--- src/rtl/msi_bus_ctrl_pkg.sv ---
// Shared MSI definitions: bus message codes, cache line states and the
// snooping-bus controller FSM state type. Imported as msi_pkg.
package msi_pkg;

  localparam int BUS_MSG_W = 3;

  localparam logic [BUS_MSG_W-1:0] BUS_IDLE = 3'd0;
  localparam logic [BUS_MSG_W-1:0] BUS_RD   = 3'd1;
  localparam logic [BUS_MSG_W-1:0] BUS_RDX  = 3'd2;
  localparam logic [BUS_MSG_W-1:0] BUS_UPGR = 3'd3;

  localparam logic [1:0] INVALID  = 2'd0;
  localparam logic [1:0] SHARED   = 2'd1;
  localparam logic [1:0] MODIFIED = 2'd2;

  typedef enum logic [2:0] {
    ST_IDLE  = 3'd0,
    ST_ADDR  = 3'd1,
    ST_SNOOP = 3'd2,
    ST_MEM   = 3'd3,
    ST_RESP  = 3'd4
  } bus_state_e;

endpackage

--- src/rtl/msi_bus_ctrl_if.sv ---
// Bus bundle between the MSI caches and the snooping-bus controller.
// slave = controller side, master = cache-array side.
interface msi_bus_ctrl_if #(
  parameter int NUM_CPUS = 2,
  parameter int ADDR_W   = 2
);

  localparam int SRC_W = $clog2(NUM_CPUS);

  logic [NUM_CPUS-1:0]                   req_i;
  logic [NUM_CPUS-1:0]                   gnt_o;
  logic [msi_pkg::BUS_MSG_W*NUM_CPUS-1:0] cpu_msg_i;
  logic [ADDR_W*NUM_CPUS-1:0]            cpu_addr_i;
  logic [msi_pkg::BUS_MSG_W-1:0]         bus_msg_o;
  logic [ADDR_W-1:0]                     bus_addr_o;
  logic [SRC_W-1:0]                      bus_src_o;
  logic [NUM_CPUS-1:0]                   flush_i;
  logic [NUM_CPUS-1:0]                   data_valid_o;
  logic                                  wb_o;
  logic                                  proto_err_o;

  modport slave (
    input  req_i, cpu_msg_i, cpu_addr_i, flush_i,
    output gnt_o, bus_msg_o, bus_addr_o, bus_src_o, data_valid_o, wb_o, proto_err_o
  );

  modport master (
    output req_i, cpu_msg_i, cpu_addr_i, flush_i,
    input  gnt_o, bus_msg_o, bus_addr_o, bus_src_o, data_valid_o, wb_o, proto_err_o
  );

endinterface

--- src/rtl/msi_bus_ctrl_rr_arbiter.sv ---
// Combinational round-robin pick: first set request at or above ptr_i,
// wrapping around. Returns one-hot grant, its index and a found flag.
module rr_arbiter #(
  parameter int NUM_CPUS = 2,
  localparam int IDX_W   = $clog2(NUM_CPUS)
) (
  input  logic [NUM_CPUS-1:0] req_i,
  input  logic [IDX_W-1:0]    ptr_i,
  output logic [NUM_CPUS-1:0] onehot_o,
  output logic [IDX_W-1:0]    idx_o,
  output logic                any_o
);

  // Scan from ptr upward with wrap; first hit wins.
  always_comb begin
    onehot_o = '0;
    idx_o    = '0;
    any_o    = 1'b0;
    for (int i = 0; i < NUM_CPUS; i++) begin
      int j;
      j = int'(ptr_i) + i;
      if (j >= NUM_CPUS) j = j - NUM_CPUS;
      if (!any_o && req_i[j]) begin
        any_o       = 1'b1;
        idx_o       = IDX_W'(j);
        onehot_o[j] = 1'b1;
      end
    end
  end

endmodule

--- src/rtl/msi_bus_ctrl.sv ---
// Snooping-bus controller for the MSI system: round-robin arbitration,
// one-cycle snoop broadcast, data phase from a flushing cache or memory.
// Optional protocol checker enabled by `define MSI_BUS_PROTO_CHECK_EN.
module msi_bus_ctrl
  import msi_pkg::*;
#(
  parameter int NUM_CPUS = 2,
  parameter int ADDR_W   = 2,
  parameter int MEM_LAT  = 4
) (
  input  logic          clk_i,
  input  logic          rst_i,
  msi_bus_ctrl_if.slave bus
);

  localparam int SRC_W = $clog2(NUM_CPUS);
  localparam int CNT_W = (MEM_LAT > 1) ? $clog2(MEM_LAT) : 1;

  bus_state_e              state_q;
  logic [SRC_W-1:0]        ptr_q;
  logic [SRC_W-1:0]        src_q;
  logic [CNT_W-1:0]        cnt_q;
  logic [NUM_CPUS-1:0]     gnt_q;
  logic [BUS_MSG_W-1:0]    bus_msg_q;
  logic [ADDR_W-1:0]       bus_addr_q;
  logic [NUM_CPUS-1:0]     dv_q;
  logic                    wb_q;

  logic [NUM_CPUS-1:0]     win_onehot;
  logic [SRC_W-1:0]        win_idx;
  logic                    win_any;
  logic [BUS_MSG_W-1:0]    sel_msg;
  logic [ADDR_W-1:0]       sel_addr;
  logic [NUM_CPUS-1:0]     flush_oth;

  rr_arbiter #(.NUM_CPUS(NUM_CPUS)) u_arb (
    .req_i    (bus.req_i),
    .ptr_i    (ptr_q),
    .onehot_o (win_onehot),
    .idx_o    (win_idx),
    .any_o    (win_any)
  );

  // Master's message/address muxed out of the packed per-cache buses;
  // gnt_q is the one-hot of src, so it doubles as the master mask.
  always_comb begin
    sel_msg   = bus.cpu_msg_i[BUS_MSG_W*int'(src_q) +: BUS_MSG_W];
    sel_addr  = bus.cpu_addr_i[ADDR_W*int'(src_q) +: ADDR_W];
    flush_oth = bus.flush_i & ~gnt_q;
  end

  // Transaction FSM with all bus outputs registered.
  always_ff @(posedge clk_i) begin
    if (rst_i) begin
      state_q    <= ST_IDLE;
      ptr_q      <= '0;
      src_q      <= '0;
      cnt_q      <= '0;
      gnt_q      <= '0;
      bus_msg_q  <= BUS_IDLE;
      bus_addr_q <= '0;
      dv_q       <= '0;
      wb_q       <= 1'b0;
    end else begin
      dv_q      <= '0;
      wb_q      <= 1'b0;
      bus_msg_q <= BUS_IDLE;
      unique case (state_q)
        ST_IDLE: begin
          if (win_any) begin
            src_q   <= win_idx;
            gnt_q   <= win_onehot;
            ptr_q   <= (win_idx == SRC_W'(NUM_CPUS - 1)) ? '0 : win_idx + 1'b1;
            state_q <= ST_ADDR;
          end
        end
        ST_ADDR: begin
          if (sel_msg == BUS_IDLE) begin
            gnt_q   <= '0;
            state_q <= ST_IDLE;
          end else begin
            bus_msg_q  <= sel_msg;
            bus_addr_q <= sel_addr;
            state_q    <= ST_SNOOP;
          end
        end
        ST_SNOOP: begin
          if (bus_msg_q == BUS_UPGR) begin
            dv_q    <= gnt_q;
            state_q <= ST_RESP;
          end else if (|flush_oth) begin
            dv_q    <= gnt_q;
            wb_q    <= 1'b1;
            state_q <= ST_RESP;
          end else begin
            cnt_q   <= CNT_W'(MEM_LAT - 1);
            state_q <= ST_MEM;
          end
        end
        ST_MEM: begin
          if (cnt_q == '0) begin
            dv_q    <= gnt_q;
            state_q <= ST_RESP;
          end else begin
            cnt_q <= cnt_q - 1'b1;
          end
        end
        ST_RESP: begin
          gnt_q   <= '0;
          state_q <= ST_IDLE;
        end
        default: state_q <= ST_IDLE;
      endcase
    end
  end

  assign bus.gnt_o        = gnt_q;
  assign bus.bus_msg_o    = bus_msg_q;
  assign bus.bus_addr_o   = bus_addr_q;
  assign bus.bus_src_o    = src_q;
  assign bus.data_valid_o = dv_q;
  assign bus.wb_o         = wb_q;

`ifdef MSI_BUS_PROTO_CHECK_EN
  logic proto_err_q;
  logic proto_viol;

  // Violations visible during the snoop cycle.
  always_comb begin
    proto_viol = ((flush_oth & (flush_oth - 1'b1)) != '0) ||
                 (|(bus.flush_i & gnt_q)) ||
                 ((bus_msg_q == BUS_UPGR) && (|flush_oth)) ||
                 (bus_msg_q > BUS_UPGR);
  end

  // Sticky error flag, cleared only by reset.
  always_ff @(posedge clk_i) begin
    if (rst_i) begin
      proto_err_q <= 1'b0;
    end else if (state_q == ST_SNOOP && proto_viol) begin
      proto_err_q <= 1'b1;
    end
  end

  assign bus.proto_err_o = proto_err_q;
`else
  assign bus.proto_err_o = 1'b0;
`endif

endmodule

--- src/flat_wrapper.sv ---
// flat-port wrapper written by rule: the top's interface ports become plain ports
module msi_bus_ctrl_flat import msi_pkg::*;
#(
  parameter int NUM_CPUS = 2,
  parameter int ADDR_W   = 2,
  parameter int MEM_LAT  = 4
)
  (clk_i, rst_i, bus_req_i, bus_cpu_msg_i, bus_cpu_addr_i, bus_flush_i, bus_gnt_o, bus_bus_msg_o, bus_bus_addr_o, bus_bus_src_o, bus_data_valid_o, bus_wb_o, bus_proto_err_o);
  msi_bus_ctrl_if #(.NUM_CPUS(NUM_CPUS), .ADDR_W(ADDR_W)) bus_i ();
  input  logic clk_i;
  input  logic rst_i;
  input wire logic [$bits(bus_i.req_i)-1:0] bus_req_i;
  input wire logic [$bits(bus_i.cpu_msg_i)-1:0] bus_cpu_msg_i;
  input wire logic [$bits(bus_i.cpu_addr_i)-1:0] bus_cpu_addr_i;
  input wire logic [$bits(bus_i.flush_i)-1:0] bus_flush_i;
  output wire logic [$bits(bus_i.gnt_o)-1:0] bus_gnt_o;
  output wire logic [$bits(bus_i.bus_msg_o)-1:0] bus_bus_msg_o;
  output wire logic [$bits(bus_i.bus_addr_o)-1:0] bus_bus_addr_o;
  output wire logic [$bits(bus_i.bus_src_o)-1:0] bus_bus_src_o;
  output wire logic [$bits(bus_i.data_valid_o)-1:0] bus_data_valid_o;
  output wire logic [$bits(bus_i.wb_o)-1:0] bus_wb_o;
  output wire logic [$bits(bus_i.proto_err_o)-1:0] bus_proto_err_o;
  assign bus_i.req_i = bus_req_i;
  assign bus_i.cpu_msg_i = bus_cpu_msg_i;
  assign bus_i.cpu_addr_i = bus_cpu_addr_i;
  assign bus_i.flush_i = bus_flush_i;
  assign bus_gnt_o = bus_i.gnt_o;
  assign bus_bus_msg_o = bus_i.bus_msg_o;
  assign bus_bus_addr_o = bus_i.bus_addr_o;
  assign bus_bus_src_o = bus_i.bus_src_o;
  assign bus_data_valid_o = bus_i.data_valid_o;
  assign bus_wb_o = bus_i.wb_o;
  assign bus_proto_err_o = bus_i.proto_err_o;
  msi_bus_ctrl #(.NUM_CPUS(NUM_CPUS), .ADDR_W(ADDR_W), .MEM_LAT(MEM_LAT)) u_core (.clk_i(clk_i), .rst_i(rst_i), .bus(bus_i));
endmodule
--- config.mk ---
export PLATFORM = sky130hd
export DESIGN_NAME = msi_bus_ctrl_flat
export DESIGN_NICKNAME = d
export VERILOG_FILES = /design/src/rtl/msi_bus_ctrl_pkg.sv /design/src/rtl/msi_bus_ctrl_if.sv /design/src/rtl/msi_bus_ctrl_rr_arbiter.sv /design/src/rtl/msi_bus_ctrl.sv /design/src/flat_wrapper.sv
export SDC_FILE = /design/constraint.sdc
export NUM_CORES = 1
export LEC_CHECK = 0
export BUFFER_PORTS_ARGS = -buffer_cell sky130_fd_sc_hd__buf_4
export CAP_MARGIN = 20
export CELL_PAD_IN_SITES_DETAIL_PLACEMENT = 0
export CELL_PAD_IN_SITES_GLOBAL_PLACEMENT = 1
export CORE_MARGIN = 3
export CORE_UTILIZATION = 38
export CTS_BUF_LIST = sky130_fd_sc_hd__clkbuf_4 sky130_fd_sc_hd__clkbuf_8 sky130_fd_sc_hd__clkbuf_16
export DETAILED_ROUTE_END_ITERATION = 8
export PLACE_DENSITY_LB_ADDON = 0.1
export SYNTH_ARGS = -nofsm -noshare
export SYNTH_HDL_FRONTEND = slang
export SYNTH_SLANG_ARGS = --single-unit
--- constraint.sdc ---
create_clock -name clk_i -period 4 [get_ports clk_i]
set_input_delay 0.6 -clock clk_i [delete_from_list [all_inputs] [get_ports clk_i]]
set_output_delay 0.6 -clock clk_i [all_outputs]
set_load 0.05 [all_outputs]
# --- After elaboration in Yosys (flattened, before gate mapping) ---
# Index checks and enable logic that the tools add are counted.
totals:
  inputBits: 16
  mem_bits_ro: 0
  latchBits: 0
  ff_bits: 17
  n_memories: 0
  ram_bits: 0
op_classes:
  muxes: 37
  reduce_logical: 17
  addsub: 5
  shifts: 2
  eq_ne: 11
  bitwise: 6
  n_lt_le_gt_ge: 6
  mul: 1
  div_mod_pow: 0
ops:
  columns: ["operator", "n"]
  rows:
  - ["greater-or-equal comparator 32 x 1 -> 1 bit, second input constant", 2]
  - ["less-than comparator 32 x 3 -> 1 bit, second input constant", 2]
  - ["2-to-1 mux 32 bit", 2]
  - ["indexed part select 6 x 32 -> 3 bit", 1]
  - ["2-to-1 mux 2 bit", 11]
  - ["2-to-1 mux 1 bit", 14]
  - ["2-to-1 mux 3 bit", 4]
  - ["case mux 3 bit (4 select lines)", 1]
  - ["equality test 3 x 2 -> 1 bit, second input constant", 3]
  - ["inequality test 2 bit, second input constant", 4]
  - ["case mux 2 bit (2 select lines)", 2]
  - ["zero test 3 bit", 2]
  - ["case mux 2 bit (3 select lines)", 1]
  - ["AND reduction 2 bit", 3]
  - ["OR reduction 3 bit", 2]
  - ["inequality test 2 x 1 -> 1 bit, second input constant", 2]
  - ["AND reduction 4 bit", 1]
  - ["indexed part select 4 x 3 -> 2 bit", 1]
  - ["equality test 3 x 1 -> 1 bit, second input constant", 1]
  - ["equality test 3 bit, second input constant", 1]
  - ["logical AND 1 bit", 3]
  - ["multiplier 2 x 1 -> 3 bit, first input constant", 1]
  - ["inverter 1 bit", 3]
  - ["AND reduction 3 bit", 1]
  - ["other kinds (16)", 17]

# --- Depth between registers and ports, before layout ---
# Gate-level depths: netlist of the first run.
logic_depth:
  ltp_word: 11
  ltp_mapped: 6
  depth_no_buf: 6

# --- Cells and area by module ---
# Synthesis of the first run repeated with hierarchy kept, for this count alone.
unflattened:
  hier_cells: 85
  hier_area_um2: 819.5
modules_own_cells:
  columns: ["module", "n_inst", "area_each_um2", "cells_each"]
  rows:
  - ["msi_bus_ctrl", 1, 787.0, 80]
  - ["rr_arbiter", 1, 32.5, 5]

# --- Worst setup path before layout of the first run ---
# No wires, ideal clock.
synth_path:
  kind: "reg2reg"
  from: "reg u_core.src_q (netlist: u_core.bus.bus_src_o)"
  to: "reg u_core.bus_addr_q[0] (netlist: u_core.bus.bus_addr_o[0])"
  slack_ns: 2.332
  setup_time_ns: 0.129
  t_arrival_ns: 1.539
  stages_incl_launch_ff: 7
  required_time_ns: 3.871
  path_cell_list: "dfxtp_1 buf_6 nor4b_2 nand4bb_1 buf_4 mux2i_1 nor2_1"
synth_between:
  elab_chain_len: 5
  word_cells_on_any_way: 6
synth_lines:
  columns: ["item", "line", "source"]
  rows:
  - ["start: declaration", "msi_bus_ctrl.sv:21", "logic [SRC_W-1:0] src_q;"]
  - ["start signal: assignment", "msi_bus_ctrl.sv:71", "src_q <= win_idx;"]
  - ["multiplier 2 x 1 -> 3 bit", "msi_bus_ctrl.sv:47", "sel_msg = bus.cpu_msg_i[BUS_MSG_W*int'(src_q) +: BUS_MSG_W];"]
  - ["indexed part select 6 x 32 -> 3 bit", "msi_bus_ctrl.sv:47", null]
  - ["zero test 3 bit", "msi_bus_ctrl.sv:78", "if (sel_msg == BUS_IDLE) begin"]
  - ["inverter 1 bit (no source line)", null, null]
  - ["AND reduction 2 bit (no source line)", null, null]
  - ["end signal: assignment", "msi_bus_ctrl.sv:83", "bus_addr_q <= sel_addr;"]
  - ["end: declaration", "msi_bus_ctrl.sv:25", "logic [ADDR_W-1:0] bus_addr_q;"]
# Several ways; a longest one is shown, not always the timed one.
# A chain may end at the register's enable or synchronous reset.

# --- Worst setup path in the final report of the first run ---
layout_path:
  from: "reg u_core.src_q (netlist: u_core.bus.bus_src_o)"
  to: "out bus_bus_src_o"
layout_lines:
  columns: ["item", "line", "source"]
  rows:
  - ["end: declaration", "flat_wrapper.sv:19", "output wire logic [$bits(bus_i.bus_src_o)-1:0] bus_bus_src_o;"]
# No word-level cell between the ends.

==> key figures, run 1 <==
Status
  • Outcome: completed

Finish
  • Post-route cell area: between 1000 and 1500 um2
  • Antenna diode count: 0
  • Most common cell after layout, fill and taps aside: sky130_fd_sc_hd__buf_4
  • Synth-to-Final Area Change: 25.9%
  • Share of cells above drive strength 1: 35.2%
  • Number of fillers in the final layout: between 200 and 250
  • Most frequent cells in the layout: sky130_fd_sc_hd__buf_4 (26), sky130_fd_sc_hd__dfxtp_1 (17), sky130_fd_sc_hd__nor2_1 (7), sky130_fd_sc_hd__mux2i_1 (7), sky130_fd_sc_hd__nor3_1 (6)
  • Number of nets in the finished design: between 100 and 150

Setup path
  • Family with the most delay on the worst path: flip-flops
  • Maximum single-stage delay on the critical path: 0.59 ns
  • Cell at the slowest stage of the critical path: sky130_fd_sc_hd__dfxtp_1
  • CP Cell Sequence: buf_4
  • Worst Path Class, Setup: flop to output pin
  • Buffers plus inverters on the worst setup path: 1
  • Maximum fanout along the worst path: 9
  • Data required time at the worst endpoint: between 3 and 4 ns
  • Worst endpoint data arrival time: 1.17 ns
  • Crit path launch type: flop
  • Category of the worst setup path capture point: output pin

Clock network
  • CTS clock-pin slew for the worst setup and hold paths: about 0.10 ns
  • Latest clock arrival within the worst-skew pair: just under 0.3 ns
  • Resized Gates After CTS: 0
  • Clock buffers created by TritonCTS: 3
  • Longest Clk Path Bufs: 2
  • Number of hold-repair buffers added at the cts stage: 0
  • Clock tree from TritonCTS: yes
  • Cell chosen for the clock root: sky130_fd_sc_hd__clkbuf_4
  • Level count of the clock H-tree: 1
  • Setup fix buffers added after clock tree synthesis: 0
  • CTS sink cnt: 17

Power and ir drop
  • Largest voltage drop on the vdd net: 0.158 mV
  • Cell-internal power: 0.262 mW
  • Cell Pwr Density: 373 nW/um2
  • Pleak: 0.457 nW
  • Sequential power share: 49.8%
  • Switching portion of total power: 32.9%
  • Part of the total power dissipated in combinational logic: 26.2%
  • Net switching component of the power: 0.129 mW
  • Share of power burned in the clock network: 23.9%

Timing
  • Sum Neg Setup Slack: 0 ns
  • Fmax: 0.566 GHz
  • RSZ-0062 raised after global routing: no
  • Clock tree skew after final layout: 0.00355 ns
  • Final count of hold timing violations: 0
  • Final Cycle Share: 44.2%
  • Final Slew Violations: 0
  • Count of final setup violators: 0
  • Final critical path time including I/O delays and setup: around 1.8 ns

Place
  • Placer's final routability congestion estimate: 0.727
  • DPL Wire Length: 1.26 mm
  • IO buf count: 26
  • Post-place instance area: 1020 um2

Routing
  • Antenna Violating Nets Remaining: 0
  • Wire length per cell: 12.0 um
  • Via/cell ratio: approximately 4.9
  • Via count of the routed design: 663
  • DRC violation count after routing: 0
  • Overall routed net length: 1.62 mm
  • Iteration count of the initial detailed-routing pass: 3
  • First DRT Iteration DRCs: 3

Global route
  • Global-route wire length before repair: 2.78 mm
  • Antenna violations before repair: 0
  • Total Routing Usage GR: 13.8%
  • Grt ovf: 0
  • Maximum number of pins on one net before global-route repair: 17
  • Number of global-route vias before repair: 668

Floorplanning
  • Core box area: 2020 um2
  • Row cnt: 16
  • Number of placed I/O pins: 28
  • Initial cell density of the core: 41.2%
  • Vertical die dimension: 52.8 um
  • Die Wd: around 53 um
  • Full die area: 2790 um2

Synth
  • Nets in the synthesized netlist: 100
  • Top cell type by total area after synthesis: sky130_fd_sc_hd__dfxtp_1
  • YS warnings: 0
  • Synth area leaders: sky130_fd_sc_hd__dfxtp_1 (41%), sky130_fd_sc_hd__mux2i_1 (8.4%), sky130_fd_sc_hd__nor3_1 (3.6%)
  • Seq/Total Area, Yosys: 40.9%
  • Number of enable-type register cells in the synthesized netlist: 0
  • Yosys top cell area share: 40.9%
  • Syn Std Cell Area: 832 um2
  • Primary FF master, synth: sky130_fd_sc_hd__dfxtp_1
  • Yosys cell types: 33
  • Number of storage elements in the synthesis netlist: 17
  • Async set or reset register ratio after synthesis: 0%
  • Instance count of the mapped netlist: between 80 and 90
  • Post-synthesis area per instance: between 10 and 15 um2

Flow run
  • Reported max-cap violation count: 0

Min path
  • Hold Crit Class: flop to flop
[registers in the layout, summed over array words and instances, names as in the netlist]
name and flops:
u_core.bus.wb_o 1, u_core.bus.gnt_o 2, u_core.bus.bus_src_o 1, u_core.bus.bus_addr_o 2
u_core.state_q 3, u_core.bus.bus_msg_o 3, u_core.bus.data_valid_o 2, u_core.ptr_q 1
u_core.cnt_q 2
[stage by stage]
step | util [%] | power [mW] | std cells | hold WS [ns] | worst slack (ns)
global route | 51.8 | 0.413 | 135 | 0.513 | 2.15
finish | 51.8 | 0.391 | 135 | 0.482 | 2.23
detailed placement | 50.4 | 0.302 | 131 | 0.471 | 2.22
floorplan | - | 0.275 | 83 | 0.447 | 2.33
CTS | 51.8 | 0.397 | 135 | 0.486 | 2.21
global placement | 50.4 | 0.301 | 131 | 0.462 | 2.26
[per-layer routing]
metal / vias to the layer above / GRT usage (%) / routed length [um]
met4: 0 / 10.2 / 48
li1: 339 / - / -
met2: 21 / 21.7 / 673
met5: - / 0 / 0
met1: 299 / 15.8 / 767
met3: 4 / 3.42 / 129
[synth_stat cells (all sizes together) (2+ instances only)]
cell type   n
nor3        6
nand2b      5
nand2       3
nor2b       2
buf         4
nor2        7
dfxtp      17
and2        2
a21oi       5
mux2        2
mux2i       7
inv         4
[cell families (layout without fill, tap and decap cells)]
kind of cell	Yosys count	count (layout)	synth area share [%]
multiplexers	9	9	11.1
flip-flops	17	17	40.9
other	1	1	0.451
adder cells (fa/ha/maj)	1	1	1.50
AO/OA/AOI/OAI	15	15	15.6
buffers and inverters	9	34	6.77
XOR/XNOR	1	1	1.05
AND/OR/NAND/NOR	30	30	22.6
[worst min-delay path: stages (launching register included)]
cell and delay, ns:
sky130_fd_sc_hd__dfxtp_1 0.32, sky130_fd_sc_hd__inv_1 0.07, sky130_fd_sc_hd__a21oi_1 0.06
[cell type report]
cell class	instances	area (um2)	share of cell area, %
multi-input cells	57	435	41.6
flip-flops and latches	17	340	32.5
repair buffers	26	195	18.6
well taps	27	33.8	3.23
clock buffers	3	22.5	2.15
inverters	4	15.0	1.43
clock inverters	1	5.00	0.478
[worst paths after layout]
| path | startpoint | cells after the start | slack [ns] | end |
|---|---|---|---|---|
| setup / recovery | u_core.bus.bus_src_o$_SDFFE_PP0P_ | 1 | 2.23 | bus_bus_src_o |
| hold / removal | u_core.cnt_q[0]$_SDFFE_PP0P_ | 2 | 0.48 | u_core.cnt_q[0]$_SDFFE_PP0P_ |
| setup reg to reg | u_core.bus.bus_src_o$_SDFFE_PP0P_ | 4 | 2.38 | u_core.bus.bus_addr_o[0]$_SDFFE_PP0P_ |
| hold reg to reg | u_core.cnt_q[0]$_SDFFE_PP0P_ | 2 | 0.48 | u_core.cnt_q[0]$_SDFFE_PP0P_ |
[power by group through the flow]
stage	logic (mW)	registers [mW]	clock network, mW
5_1_grt	0.112	0.198	0.104
2_1_floorplan	0.0599	0.215	0
4_1_cts	0.104	0.195	0.0984
6_report	0.103	0.195	0.0936
3_3_place_gp	0.103	0.198	0
3_5_place_dp	0.103	0.199	0
No activity file was read; power rests on OpenSTA's default activity.
==> inputs of run 2 (changes only) <==
Settings changed: CORE_UTILIZATION 38 to 32.
Clock period 4 ns to 1.55 ns, I/O delays scaled along.
==> key figures, run 2 (synthesis results as in run 1) <==
Power and ir drop
  • Pleak: 0.463 nW (+1.3%)
  • Cell Pwr Density: 955 nW/um2 (+160%)
  • Largest voltage drop on the vdd net: 0.509 mV (+220%)
  • Total power: 1.01 mW (+160%)

Place
  • DPL Wire Length: 1.24 mm (-1.3%)
  • IO buf count: 26 (unchanged)
  • Placer's final routability congestion estimate: 0.728 (+0.17%)
  • Post-place instance area: 1030 um2 (+1.3%)
  • Setup WS pre-CTS: 0.169 ns (-2.05 ns)

Global route
  • Antenna violations before repair: 0 (unchanged)
  • Global-route wire length before repair: 2.82 mm (+1.5%)
  • Maximum number of pins on one net before global-route repair: 17 (unchanged)
  • Grt ovf: 0 (unchanged)
  • Number of global-route vias before repair: 644 (-3.6%)
  • Total Routing Usage GR: 11.0% (-2.7 points)

Clock network
  • Number of hold-repair buffers added at the cts stage: 0 (unchanged)
  • Level count of the clock H-tree: 1 (unchanged)
  • Setup fix buffers added after clock tree synthesis: 0 (unchanged)
  • Resized Gates After CTS: 0 (unchanged)
  • Latest clock arrival within the worst-skew pair: 0.29 ns (about the same)
  • CTS clock-pin slew for the worst setup and hold paths: 0.10 ns (about the same)
  • CTS sink cnt: 17 (unchanged)
  • Clock tree from TritonCTS: yes
  • Cell chosen for the clock root: sky130_fd_sc_hd__clkbuf_4
  • Clock buffers created by TritonCTS: 3 (unchanged)
  • Longest Clk Path Bufs: 2 (unchanged)

Finish
  • Most common cell after layout, fill and taps aside: sky130_fd_sc_hd__buf_4
  • Most frequent cells in the layout: sky130_fd_sc_hd__buf_4 (27), sky130_fd_sc_hd__dfxtp_1 (13), sky130_fd_sc_hd__nor2_1 (7), sky130_fd_sc_hd__mux2i_1 (7), sky130_fd_sc_hd__nor3_1 (6)
  • Post-route cell area: 1060 um2 (+1.3%)
  • Number of nets in the finished design: 127 (+0.79%)
  • Antenna diode count: 0 (unchanged)
  • Share of cells above drive strength 1: 39.4% (+4.3 points)
  • Synth-to-Final Area Change: 27.5%

Routing
  • DRC violation count after routing: 0 (unchanged)
  • Overall routed net length: 1.60 mm (-1.1%)
  • Via count of the routed design: 667 (+0.60%)
  • Iteration count of the initial detailed-routing pass: 2 (-1)
  • Wire length per cell: 11.7 um (-2.5%)
  • Antenna Violating Nets Remaining: 0 (unchanged)
  • First DRT Iteration DRCs: 5 (+2)
  • Via/cell ratio: 4.87 (-0.87%)

Floorplanning
  • Row cnt: 17 (+1)
  • Die Wd: 57.0 um (+7.9%)
  • Initial cell density of the core: 35.6% (-5.6 points)
  • Core box area: 2340 um2 (+16%)
  • Number of placed I/O pins: 28 (unchanged)
  • Full die area: 3250 um2 (+17%)
  • Vertical die dimension: 57.0 um (+7.9%)

Timing
  • Count of final setup violators: 0 (unchanged)
  • Setup slack of the critical path after layout: 0.178 ns (-2.06 ns)
  • Final critical path time including I/O delays and setup: 1.37 ns
  • Sum Neg Setup Slack: 0 ns (unchanged)
  • Final count of hold timing violations: 0 (unchanged)
  • Final Cycle Share: 88.5%
  • RSZ-0062 raised after global routing: no
  • Clock tree skew after final layout: 0.00160 ns (-0.00195 ns)
  • Final Slew Violations: 0 (unchanged)
  • Fmax: 0.729 GHz

Setup path
  • Cell at the slowest stage of the critical path: sky130_fd_sc_hd__dfxtp_2
  • Worst Path Class, Setup: flop to flop
  • Worst Reg2Reg Path Length in Cells: 4 (unchanged)
  • CP Cell Sequence: nor4b_2 > nand4bb_1 > mux2i_1 > nor2_1
  • Worst endpoint data arrival time: 1.56 ns (+0.39 ns)
  • Data required time at the worst endpoint: 1.74 ns (-1.66 ns)
  • Maximum single-stage delay on the critical path: 0.47 ns (-0.12 ns)
  • Crit path launch type: flop
  • Category of the worst setup path capture point: flop
  • Maximum fanout along the worst path: 9 (unchanged)

Min path
  • Number of cells traversed by the worst hold path: 2 (unchanged)
  • Hold Crit Class: input port to flop

Status
  • Outcome: completed

Flow run
  • Reported max-cap violation count: 0 (unchanged)
[run 2: final cells by class]
class,count,area [um2]
clock buffers,3,22.5
clock inverters,1,5.00
fillers,245,1280
inverters,4,15.0
multi-input cells,57,435
flip-flops and latches,17,345
well taps,28,35.0
repair buffers,27,203
[run 2: worst paths after layout]
kind	end	slack (ns)	startpoint
max	u_core.bus.bus_addr_o[1]$_SDFFE_PP0P_	0.18	u_core.bus.bus_src_o$_SDFFE_PP0P_
min	u_core.cnt_q[1]$_SDFFE_PP0P_	0.22	rst_i
max reg2reg	u_core.bus.bus_addr_o[1]$_SDFFE_PP0P_	0.18	u_core.bus.bus_src_o$_SDFFE_PP0P_
min reg2reg	u_core.cnt_q[1]$_SDFFE_PP0P_	0.48	u_core.cnt_q[1]$_SDFFE_PP0P_
[run 2: metal layers]
| layer | routed length, um | up-vias | GRT usage, % |
|---|---|---|---|
| met5 | 0 | - | 0 |
| met4 | 13 | 0 | 3.97 |
| met3 | 75 | 2 | 4.07 |
| met2 | 797 | 16 | 17.6 |
| met1 | 716 | 310 | 13.6 |
| li1 | - | 339 | - |
[run 2: critical path: cells and delay by family (launching register included)]
family           cells  cell delay [ns]
flip-flops           1             0.47
multiplexers         1             0.21
AND/OR/NAND/NOR      3             0.60
[run 2: through the flow]
step | hold WS (ns) | util [%] | instances
after floorplan | 0.327 | - | 83
after global placement | 0.463 | 44.2 | 133
after detailed placement | 0.470 | 44.2 | 133
after CTS | 0.212 | 45.3 | 137
after global routing | 0.219 | 45.3 | 137
final | 0.217 | 45.3 | 137
[run 2: power by group]
group,total (mW),internal (mW),switching (mW)
combinational,0.271,0.118,0.153
clock,0.238,0.0960,0.142
sequential,0.505,0.469,0.0357
total,1.01,0.683,0.330
==> inputs of run 3 (changes only) <==
Settings changed: GPL_TIMING_DRIVEN set to 0.
Clock period 1.55 ns to 1.11 ns, I/O delays scaled along.
==> key figures, run 3 (synthesis results as in run 1) <==
Finish
  • Number of nets in the finished design: 137 (+7.9%)
  • Share of cells above drive strength 1: 54.6% (+15 points)
  • Antenna diode count: 0 (unchanged)
  • Most frequent cells in the layout: sky130_fd_sc_hd__buf_4 (32), sky130_fd_sc_hd__dfxtp_1 (10), sky130_fd_sc_hd__nor2_1 (7), sky130_fd_sc_hd__mux2i_1 (7), sky130_fd_sc_hd__dfxtp_4 (5)
  • Post-layout utilization of the core: 52.5% (+7.1 points)
  • Synth-to-Final Area Change: 47.5%
  • Most common cell after layout, fill and taps aside: sky130_fd_sc_hd__buf_4
  • Post-route cell area: 1230 um2 (+16%)

Floorplanning
  • Full die area: 3250 um2 (unchanged)
  • Core box area: 2340 um2 (unchanged)
  • Initial cell density of the core: 35.6% (unchanged)
  • Vertical die dimension: 57.0 um (unchanged)
  • Number of placed I/O pins: 28 (unchanged)
  • Row cnt: 17 (unchanged)
  • Die Wd: 57.0 um (unchanged)

Timing
  • Final Cycle Share: 118% (+29 points)
  • Final critical path time including I/O delays and setup: 1.31 ns (-0.0630 ns)
  • Final Slew Violations: 0 (unchanged)
  • Actual transition at the worst max-transition pin: 0.573 ns
  • Setup slack of the critical path after layout: -0.199 ns (-0.377 ns)
  • Clock tree skew after final layout: 0.00500 ns (+0.00339 ns)
  • Relative slew slack: 61.8%
  • RSZ-0062 raised after global routing: yes
  • Fmax: 0.764 GHz (+4.8%)
  • Count of final setup violators: 14 (+14)
  • Sum Neg Setup Slack: -1.68 ns (-1.68 ns)
  • Final count of hold timing violations: 0 (unchanged)

Routing
  • Overall routed net length: 1.77 mm (+11%)
  • DRC violation count after routing: 0 (unchanged)
  • First DRT Iteration DRCs: 4 (-1)
  • Iteration count of the initial detailed-routing pass: 3 (+1)
  • Via count of the routed design: 706 (+5.8%)
  • Antenna Violating Nets Remaining: 0 (unchanged)
  • Wire length per cell: 12.0 um (+3.0%)
  • Via/cell ratio: 4.80 (-1.4%)

Setup path
  • CP Cell Sequence: and3b_2 > o41ai_4 > buf_4 > nor3_2 > and2_1
  • Data required time at the worst endpoint: 1.31 ns (-0.43 ns)
  • Maximum single-stage delay on the critical path: 0.35 ns (-0.12 ns)
  • Crit path launch type: flop
  • Buffers plus inverters on the worst setup path: 1 (+1)
  • Maximum fanout along the worst path: 3 (-6)
  • Category of the worst setup path capture point: flop
  • Family with the most delay on the worst path: simple AND/OR/NAND/NOR gates
  • Worst Path Class, Setup: flop to flop
  • Cell at the slowest stage of the critical path: sky130_fd_sc_hd__dfxtp_4
  • Worst endpoint data arrival time: 1.51 ns (-0.05 ns)

Power and ir drop
  • Cell Pwr Density: 1230 nW/um2 (+29%)
  • Total power: 1.51 mW (+49%)
  • Largest voltage drop on the vdd net: 0.889 mV (+75%)
  • Pleak: 0.550 nW (+19%)

Flow run
  • Reported max-cap violation count: 0 (unchanged)

Place
  • Placer's final routability congestion estimate: 0.714 (-2.0%)
  • IO buf count: 26 (unchanged)
  • Post-place instance area: 1100 um2 (+6.7%)
  • DPL Wire Length: 1.32 mm (+6.1%)

Global route
  • Grt ovf: 0 (unchanged)
  • Total Routing Usage GR: 11.9% (+0.87 points)
  • Number of global-route vias before repair: 680 (+5.6%)
  • Maximum number of pins on one net before global-route repair: 11 (-6)
  • Global-route wire length before repair: 2.94 mm (+4.1%)
  • Antenna violations before repair: 0 (unchanged)

Clock network
  • Clock buffers created by TritonCTS: 3 (unchanged)
  • Level count of the clock H-tree: 1 (unchanged)
  • Clock tree from TritonCTS: yes
  • CTS clock-pin slew for the worst setup and hold paths: 0.10 ns (about the same)
  • Cell chosen for the clock root: sky130_fd_sc_hd__clkbuf_4
  • CTS sink cnt: 17 (unchanged)
  • Latest clock arrival within the worst-skew pair: 0.29 ns (about the same)
  • Number of hold-repair buffers added at the cts stage: 0 (unchanged)
  • Longest Clk Path Bufs: 2 (unchanged)

Min path
  • Hold Crit Class: input port to flop

Status
  • Outcome: finished, violations left
  • Violated checks: setup timing
-- run 3: cell count changes in the layout (fill, tap and decap cells not counted), sizes merged --
cell | before | now
buf | 27 | 36
clkbuf | 3 | 4
-- run 3: stage by stage --
step	cells	worst slack (ns)	hold slack, ns
3_3_place_gp	137	-0.247	0.413
4_1_cts	146	-0.206	0.0819
6_report	147	-0.199	0.0955
2_1_floorplan	83	-0.294	0.245
5_1_grt	147	-0.275	0.0752
3_5_place_dp	137	-0.267	0.411
-- run 3: cell type report --
class / instances / area [um2]
flip-flops and latches: 17 / 362
repair buffers: 34 / 267
plain buffers: 3 / 22.5
clock inverters: 1 / 5.00
fillers: 233 / 1110
clock buffers: 3 / 22.5
multi-input cells: 57 / 499
inverters: 4 / 15.0
well taps: 28 / 35.0
-- run 3: path summary, 6_finish.rpt --
| path | startpoint | to | slack, ns | cells after the start |
|---|---|---|---|---|
| hold reg to reg | u_core.cnt_q[0]$_SDFFE_PP0P_ | u_core.cnt_q[0]$_SDFFE_PP0P_ | 0.49 | 2 |
| setup / recovery | u_core.bus.bus_msg_o[2]$_SDFF_PP0_ | u_core.bus.data_valid_o[0]$_SDFF_PP0_ | -0.20 | 5 |
| setup reg to reg | u_core.bus.bus_msg_o[2]$_SDFF_PP0_ | u_core.bus.data_valid_o[0]$_SDFF_PP0_ | -0.20 | 5 |
| hold / removal | rst_i | u_core.state_q[2]$_SDFFE_PP0P_ | 0.1 | 2 |
-- run 3: what timing repair did --
item	in CTS	in global routing
gates resized for setup	5	10
pin swaps	2	5
buffers inserted	6	2
endpoints found under the setup margin	14	15
-- run 3: per-layer routing --
| layer | global-route usage (%) | up-vias | share of wire [%] |
|---|---|---|---|
| li1 | - | 363 | - |
| met1 | 13.6 | 324 | 42 |
| met2 | 19.6 | 14 | 51 |
| met3 | 4.30 | 5 | 5.3 |
| met4 | 5.96 | 0 | 1.9 |
| met5 | 0 | - | 0 |
-- run 3: where the power goes --
group          switching (mW)  total (mW)  internal [mW]
clock                   0.201       0.335          0.134
sequential             0.0520       0.706          0.654
combinational           0.245       0.467          0.222
total                   0.498        1.51           1.01
